[config.mk]
export PLATFORM = sky130hd
export DESIGN_NAME = sigfmd_seq
export DESIGN_NICKNAME = d
export VERILOG_FILES = /design/src/rtl/sigfmd_seq.sv
export SDC_FILE = /design/constraint.sdc
export NUM_CORES = 1
export LEC_CHECK = 0
export ABC_AREA = 1
export BUFFER_PORTS_ARGS = -buffer_cell sky130_fd_sc_hd__buf_2
export CORE_UTILIZATION = 45
export DETAILED_ROUTE_END_ITERATION = 16
export PLACE_DENSITY = 0.72
export SLEW_MARGIN = 10
export SYNTH_ARGS = -nofsm -noshare
export SYNTH_HDL_FRONTEND = slang
export SYNTH_SLANG_ARGS = --single-unit
export TNS_END_PERCENT = 10
[constraint.sdc]
create_clock -name clk -period 2.35 [get_ports clk]
set_input_delay 0.5875 -clock clk [delete_from_list [all_inputs] [get_ports clk]]
set_output_delay 0.5875 -clock clk [all_outputs]
set_load 0.01 [all_outputs]
[src/rtl/sigfmd_seq.sv]
// Sequencer for a shared multiplier tree: plain multiply, or Newton-Raphson divide
// (table seed, 2 or 3 refinement iterations, quotient and remainder-check products).
module sigfmd_seq #(
  parameter int unsigned MUL_MIN_LAT = 1
) (
  input  logic       clk,
  input  logic       rst,
  input  logic       start,
  input  logic       fdiv,
  input  logic       db,
  input  logic       mul_rdy,
  output logic       mul_go,
  output logic [2:0] sel_a,
  output logic       sel_b,
  output logic       ld_x,
  output logic       ld_t,
  output logic       ld_e,
  output logic       ld_eb,
  output logic       x_tab,
  output logic [1:0] oe1,
  output logic       oe2,
  output logic [1:0] dcnt,
  output logic       busy,
  output logic       done
);

  localparam int unsigned CntW = $clog2(MUL_MIN_LAT + 2);
  localparam logic [CntW-1:0] LatMin = CntW'(MUL_MIN_LAT);

  typedef enum logic [2:0] {
    StIdle, StTab, StNr1, StNr2, StQa, StEb, StMul, StDone
  } state_e;

  state_e          state_q, state_d;
  logic [CntW-1:0] lat_q, lat_d;
  logic [1:0]      dcnt_q, dcnt_d;
  logic            fdiv_q, fdiv_d;
  logic            go_q, go_d;
  logic            is_mul, accept;

  always_ff @(posedge clk) begin
    if (rst) begin
      state_q <= StIdle;
      lat_q   <= '0;
      dcnt_q  <= '0;
      fdiv_q  <= 1'b0;
      go_q    <= 1'b0;
    end else begin
      state_q <= state_d;
      lat_q   <= lat_d;
      dcnt_q  <= dcnt_d;
      fdiv_q  <= fdiv_d;
      go_q    <= go_d;
    end
  end

  always_comb begin
    state_d = state_q;
    dcnt_d  = dcnt_q;
    fdiv_d  = fdiv_q;
    is_mul  = state_q inside {StNr1, StNr2, StQa, StEb, StMul};
    // lat_q counts cycles since mul_go; earlier ready pulses are stale.
    accept  = is_mul && mul_rdy && (lat_q >= LatMin);

    case (state_q)
      StIdle: begin
        if (start) begin
          fdiv_d  = fdiv;
          dcnt_d  = db ? 2'd3 : 2'd2;
          state_d = fdiv ? StTab : StMul;
        end
      end
      StTab:  state_d = StNr1;
      StNr1:  if (accept) state_d = StNr2;
      StNr2: begin
        if (accept) begin
          if (dcnt_q != 2'd0) dcnt_d = dcnt_q - 2'd1;
          state_d = (dcnt_q <= 2'd1) ? StQa : StNr1;
        end
      end
      StQa:   if (accept) state_d = StEb;
      StEb:   if (accept) state_d = StDone;
      StMul:  if (accept) state_d = StDone;
      StDone: state_d = StIdle;
      default: state_d = StIdle;
    endcase

    go_d = (state_d != state_q) && (state_d inside {StNr1, StNr2, StQa, StEb, StMul});

    if (state_d != state_q) begin
      lat_d = '0;
    end else if (is_mul && (lat_q < LatMin)) begin
      lat_d = lat_q + 1'b1;
    end else begin
      lat_d = lat_q;
    end
  end

  always_comb begin
    mul_go = go_q;
    sel_a  = 3'd0;
    sel_b  = 1'b0;
    ld_x   = 1'b0;
    ld_t   = 1'b0;
    ld_e   = 1'b0;
    ld_eb  = 1'b0;
    x_tab  = 1'b0;
    oe1    = 2'b00;
    oe2    = 1'b0;
    done   = 1'b0;
    busy   = (state_q != StIdle);
    dcnt   = dcnt_q;

    case (state_q)
      StTab: begin
        ld_x  = 1'b1;
        x_tab = 1'b1;
        oe1   = 2'b11;
      end
      StNr1: begin
        sel_a = 3'd2;
        ld_t  = accept;
        oe1   = 2'b10;
        oe2   = 1'b1;
      end
      StNr2: begin
        sel_a = 3'd3;
        sel_b = 1'b1;
        ld_x  = accept;
        oe1   = 2'b10;
        oe2   = 1'b1;
      end
      StQa: begin
        sel_b = 1'b1;
        ld_e  = accept;
        oe1   = 2'b01;
        oe2   = fdiv_q;
      end
      StEb: begin
        sel_a = 3'd4;
        ld_eb = accept;
        oe1   = 2'b01;
        oe2   = fdiv_q;
      end
      StMul: begin
        ld_e = accept;
        oe1  = 2'b01;
        oe2  = fdiv_q;
      end
      StDone: done = 1'b1;
      default: ;
    endcase

    // Nothing may load or launch in a cycle whose edge is being reset.
    if (rst) begin
      mul_go = 1'b0;
      ld_x   = 1'b0;
      ld_t   = 1'b0;
      ld_e   = 1'b0;
      ld_eb  = 1'b0;
      x_tab  = 1'b0;
      done   = 1'b0;
    end
  end

endmodule

==> flow_metrics.py, run 1 <==
metrics = {
    "status": {
        "outcome": "complete, no violations",
    },
    "yosys": {
        "ys_seq_area_share_pct": 24.3,
        "synth_area_leader_cell": "dfxtp_1",
        "synthCells": 117,
        "synth_area_per_cell_um2": 6.33,
        "synth_area_leaders": "dfxtp_1 (24%), nand2_1 (13%), inv_1 (9.6%)",
        "yosysWarnings": 0,
        "synth_top_area_share_pct": 24.3,
        "syn_area_um2": 741,
        "syn_nets": 127,
        "ys_ff_latch": 9,
        "synth_cell_type_count": 26,
    },
    "placed_design": {
        "dpl.hpwl_mm": 1.30,
        "placedCellCount": 152,
        "io_buffers": 22,
        "dp_worst_setup_slack_ps": 424,
        "gp_congestion": 0.813,
    },
    "detailed_routing": {
        "drt_pass1_iterations": 4,
        "viasPerCell": 4.96,
        "postRouteAntennaNets": 0,
        "routed_wl_mm": 1.59,
        "wl_per_cell_um": 10.2,
        "drcViolationCount": 0,
        "dr_total_vias": 774,
        "drtIter0Drc": 16,
    },
    "critical_path": {
        "critical_path_class": "flip-flop to output pin",
        "reg2reg_slack_ps": 630,
        "cp_slowest_cell": "dfxtp_1",
        "crit_path_start_kind": "flip-flop",
        "crit_required_ps": 1760,
        "cp-endpoint": "ld_e",
        "worstSetupEndpointType": "output pin",
        "r2r-start": "lat_q[0]$_SDFFE_PP0P_",
        "cp.arrival_ps": 1510,
        "crit_fanout": 9,
        "cp_cell_sequence": "inv_2, nand2_1, nand2_2, nand2_1, nor3_1, buf_2",
        "regToRegEndpoint": "lat_q[1]$_SDFFE_PP0P_",
        "max_stage_delay_ps": 570,
        "reg2regPathDepth": 12,
        "startpoint": "state_q[2]$_SDFF_PP0_",
        "critPathMostFrequentCell": "nand2_1",
    },
    "cts": {
        "htree_levels": 1,
        "clkTransAtPathRegs_ps": 70,
        "hold_buffers": 0,
        "cts_tree": "built",
        "cts_root_buf": "clkbuf_4",
        "ctsResizeCount": 0,
        "cts_buffers": 3,
        "cts_buffer_depth": 2,
        "postCtsSetupBuffers": 0,
        "cts_sinks": 9,
        "clk_latency_ps": 260,
    },
    "sta": {
        "slew_headroom_pct": 72.5,
        "worstMarginPinSlew_ps": 412,
        "finalCriticalPeriod_ps": 2090,
        "setup_slack_ps": 255,
        "finalHoldViolations": 0,
        "rsz0062_at_grt": "false",
        "finClkSkew_ps": 9.45,
        "finalCritPeriodShare_pct": 89.1,
        "setup_viol": 0,
        "slew_viol_final": 0,
        "fmax_mhz": 477,
        "fin_setup_tns_ps": 0,
    },
    "floorplan": {
        "start_util_pct": 48.6,
        "io_pins": 23,
        "row_count": 14,
        "fp.dieArea_um2": 1810,
        "core_um2": 1520,
        "die_y_um": 42.6,
        "chipWidth_um": 42.6,
    },
    "pwr": {
        "p_int_mw": 0.520,
        "totalPowerFinal_mw": 1.07,
        "clock_power_share_pct": 11.3,
        "seqPwrFrac_pct": 25.3,
        "switching_share_pct": 51.4,
        "ir_drop_uv": 514,
        "power_leakage_nw": 0.472,
        "power_frac_comb_pct": 63.4,
        "cellPowerDensity_nw_per_um2": 1230,
        "netSwitchingPower_mw": 0.550,
    },
    "finish": {
        "drive_above_1_share_pct": 28.6,
        "final_cell_mix": "nand2_1 (26), buf_2 (22), inv_1 (19)",
        "fillers": 159,
        "layout_commonest_cell": "nand2_1",
        "num_antenna_cells": 0,
        "stdcell_count": 156,
        "area_growth_pct": 17.6,
        "nNetsFinal": 151,
        "post-route-util_pct": 57.1,
    },
    "global_route": {
        "grt_pass1_wl_mm": 2.79,
        "first_global_vias": 683,
        "grt_overflow": 0,
        "track_usage_pct": 20.2,
        "grt_max_degree": 13,
        "antenna_found_initial": 0,
    },
    "hold_path": {
        "hold_path.class": "flip-flop to flip-flop",
    },
    "run": {
        "drv_cap": 0,
    },
}
how the worst min path moves through the flow:
stage	from	end	slack, ps	cells past startpoint
CTS	fdiv_q$_SDFFE_PP0P_	fdiv_q$_SDFFE_PP0P_	450	2
finish	fdiv_q$_SDFFE_PP0P_	fdiv_q$_SDFFE_PP0P_	440	2
global placement	fdiv_q$_SDFFE_PP0P_	fdiv_q$_SDFFE_PP0P_	430	2
global route	fdiv_q$_SDFFE_PP0P_	fdiv_q$_SDFFE_PP0P_	490	2
detailed placement	fdiv_q$_SDFFE_PP0P_	fdiv_q$_SDFFE_PP0P_	440	2
floorplan	fdiv_q$_SDFFE_PP0P_	fdiv_q$_SDFFE_PP0P_	420	2
Yosys cell counts (all sizes together):
| master | number |
|---|---|
| nand2 | 31 |
| nor2 | 16 |
| nand3 | 3 |
| xor2 | 1 |
| inv | 22 |
| clkbuf | 1 |
| a21oi | 6 |
| nor3 | 3 |
| o211ai | 1 |
| nand4 | 4 |
| nor4 | 1 |
| ha | 4 |
| buf | 2 |
| mux2 | 1 |
| o22ai | 1 |
| o21ai | 9 |
| dfxtp | 9 |
| a31oi | 2 |
final cells by class:
cell class                      count  area (um^2)  share of cell area (%)
Multi-Input combinational cell     83          452                    51.9
Sequential cell                     9          180                    20.7
Timing Repair Buffer               22          110                    12.6
Inverter                           22         82.6                    9.48
Clock buffer                        4         26.3                    3.02
Tap cell                           16         20.0                    2.30
per-stage QoR:
step | hold WS [ps] | area, um^2
after global routing | 494 | 871
final | 444 | 871
after detailed placement | 439 | 845
after floorplan | 423 | 741
after global placement | 432 | 845
after CTS | 449 | 871
critical path, delay by kind of cell, from the launching register on:
family                 cells  cell delay, ps
AND/OR/NAND/NOR            4             410
buffers and inverters      2             260
flip-flops                 1             570
power groups by stage:
stage	Clock, mW	Sequential, mW	Combinational [mW]
after floorplan	0	0.244	0.555
after global placement	0	0.271	0.673
after detailed placement	0	0.273	0.682
after CTS	0.124	0.271	0.687
after global routing	0.135	0.282	0.773
final	0.121	0.270	0.679
routing by layer:
layer	track usage [%]	share of wire [%]	vias to the layer above
met4	7.50	0.94	0
li1	-	-	421
met5	0	0	-
met2	33.5	48	20
met3	3.88	3.8	4
met1	25.8	48	329
registers in the layout (all words and copies together) (netlist names):
register,flops
go_q,1
state_q,3
fdiv_q,1
lat_q,2
dcnt,2
cells by family after synthesis:
logic type	after synthesis	synth area share, %
XOR/XNOR	1	1.18
AND/OR/NAND/NOR	58	36.8
flip-flops	9	24.3
adder cells (fa/ha/maj)	4	6.76
multiplexers	1	1.52
buffers and inverters	25	14.7
AO/OA/AOI/OAI	19	14.7
Power figures use the tool's default switching activity.
==> run 2, diff against run 1 <==
- CORE_MARGIN: default -> 2
==> run 2 against run 1 <==
  * Maximum frequency decreased by 0.32%
  * Critical path depth did not move
  * Worst setup slack lost 6.7 ps
  * Critical path type unchanged
  * Clock skew is 0.95 ps lower
  * Critical endpoint is now ld_eb
  * Largest cell class unchanged
  * Largest power group unchanged
  * Core utilization unchanged
  * Hold slack improved by 2.0 ps
==> flow_metrics.py, run 2 (same netlist as run 1, synthesis figures left out) <==
metrics = {
    "placed_design": {
        "io_buffers": 22,
        "dpl.hpwl_mm": 1.29,
        "dp_worst_setup_slack_ps": 428,
        "gp_congestion": 0.806,
        "placed_cell_area_um2": 845,
    },
    "sta": {
        "setup_viol": 0,
        "slew_headroom_pct": 72.9,
        "finalCriticalPeriod_ps": 2100,
        "finClkSkew_ps": 8.51,
        "worstMarginPinSlew_ps": 406,
        "fin_setup_tns_ps": 0,
        "slew_viol_final": 0,
        "setup_slack_ps": 249,
        "rsz0062_at_grt": "false",
        "fmax_mhz": 476,
        "finalHoldViolations": 0,
        "finalCritPeriodShare_pct": 89.4,
    },
    "floorplan": {
        "row_count": 14,
        "start_util_pct": 48.6,
        "fp.dieArea_um2": 1990,
        "core_um2": 1520,
        "die_y_um": 44.6,
        "chipWidth_um": 44.6,
        "io_pins": 23,
    },
    "global_route": {
        "grt_pass1_wl_mm": 2.71,
        "first_global_vias": 621,
        "track_usage_pct": 18.5,
        "antenna_found_initial": 0,
        "grt_overflow": 0,
        "grt_max_degree": 13,
    },
    "finish": {
        "fillers": 155,
        "multi_input_area_um2": 452,
        "regArea_um2": 180,
        "drive_above_1_share_pct": 28.6,
        "fin_area_um2": 871,
        "layout_commonest_cell": "nand2_1",
        "final_cell_mix": "nand2_1 (26), buf_2 (22), inv_1 (19)",
        "area_growth_pct": 17.6,
        "largest_reg_flops": 3,
        "num_antenna_cells": 0,
        "regMostFlops": "state_q",
        "nNetsFinal": 151,
    },
    "pwr": {
        "totalPowerFinal_mw": 1.07,
        "ir_drop_uv": 634,
        "cellPowerDensity_nw_per_um2": 1230,
        "power_leakage_nw": 0.472,
    },
    "detailed_routing": {
        "drcViolationCount": 0,
        "wl_per_cell_um": 10.2,
        "dr_total_vias": 795,
        "viasPerCell": 5.10,
        "postRouteAntennaNets": 0,
        "routed_wl_mm": 1.59,
        "drtIter0Drc": 17,
        "drt_pass1_iterations": 4,
    },
    "cts": {
        "cts_tree": "built",
        "cts_sinks": 9,
        "clkTransAtPathRegs_ps": 70,
        "cts_buffers": 3,
        "cts_buffer_depth": 2,
        "hold_buffers": 0,
        "postCtsSetupBuffers": 0,
        "ctsResizeCount": 0,
        "clk_latency_ps": 270,
        "htree_levels": 1,
        "cts_root_buf": "clkbuf_4",
    },
    "run": {
        "drv_cap": 0,
    },
    "critical_path": {
        "worstSetupEndpointType": "output pin",
        "cp.depth": 6,
        "cp_slowest_cell": "dfxtp_1",
        "cp_cell_sequence": "inv_2, nand2_1, nand2_2, nand2_1, nor3_1, buf_2",
        "critical_path_class": "flip-flop to output pin",
        "reg2regPathDepth": 12,
        "crit_buf_inv": 2,
        "max_stage_delay_ps": 570,
        "cpLargestDelayFamily": "flip-flops",
        "crit_fanout": 9,
        "crit_required_ps": 1760,
        "critPathMostFrequentCell": "nand2_1",
        "crit_path_start_kind": "flip-flop",
        "cp.arrival_ps": 1510,
    },
    "hold_path": {
        "hold_path.class": "flip-flop to flip-flop",
        "hold_path_depth": 2,
    },
    "status": {
        "outcome": "complete, no violations",
    },
}
[run 2: cell counts in the layout (fill, tap and decap cells not counted)]
Identical to the previous run, type by type.
[run 2: cell type report]
cell class	instances	area share, %
multi-input cells	83	51.9
flip-flops and latches	9	20.7
repair buffers	22	12.6
inverters	22	9.48
clock buffers	4	3.02
well taps	16	2.30
[run 2: stage by stage]
step | instances | hold WS [ps] | utilization, %
2_1_floorplan | 117 | 423 | -
3_3_place_gp | 152 | 432 | 55.4
3_5_place_dp | 152 | 443 | 55.4
4_1_cts | 156 | 453 | 57.1
5_1_grt | 156 | 504 | 57.1
6_report | 156 | 446 | 57.1
[run 2: worst register-to-register path: cells and delay by family, from the launching register on]
kind / cells / cell delay (ps)
buffers and inverters: 3 / 190
AND/OR/NAND/NOR: 7 / 750
flip-flops: 1 / 300
AO/OA/AOI/OAI: 1 / 250
adder cells (fa/ha/maj): 1 / 180
[run 2: worst paths after layout]
check                              from                     to  slack, ps
setup / recovery  state_q[2]$_SDFF_PP0_                  ld_eb        250
hold / removal      fdiv_q$_SDFFE_PP0P_    fdiv_q$_SDFFE_PP0P_        450
setup reg to reg  lat_q[0]$_SDFFE_PP0P_  lat_q[0]$_SDFFE_PP0P_        630
hold reg to reg     fdiv_q$_SDFFE_PP0P_    fdiv_q$_SDFFE_PP0P_        450
[run 2: metal layers]
metal	routed length, um	up-vias	share of wire, %	global-route usage (%)
li1	-	417	-	-
met1	724	344	45	23.9
met2	747	30	47	29.3
met3	104	4	6.5	3.67
met4	18	0	1.1	9.09
met5	0	-	0	0
[run 2: where the power goes]
| group | switching, mW | internal, mW |
|---|---|---|
| combinational | 0.428 | 0.250 |
| clock | 0.0586 | 0.0656 |
| sequential | 0.0644 | 0.205 |
| total | 0.551 | 0.521 |
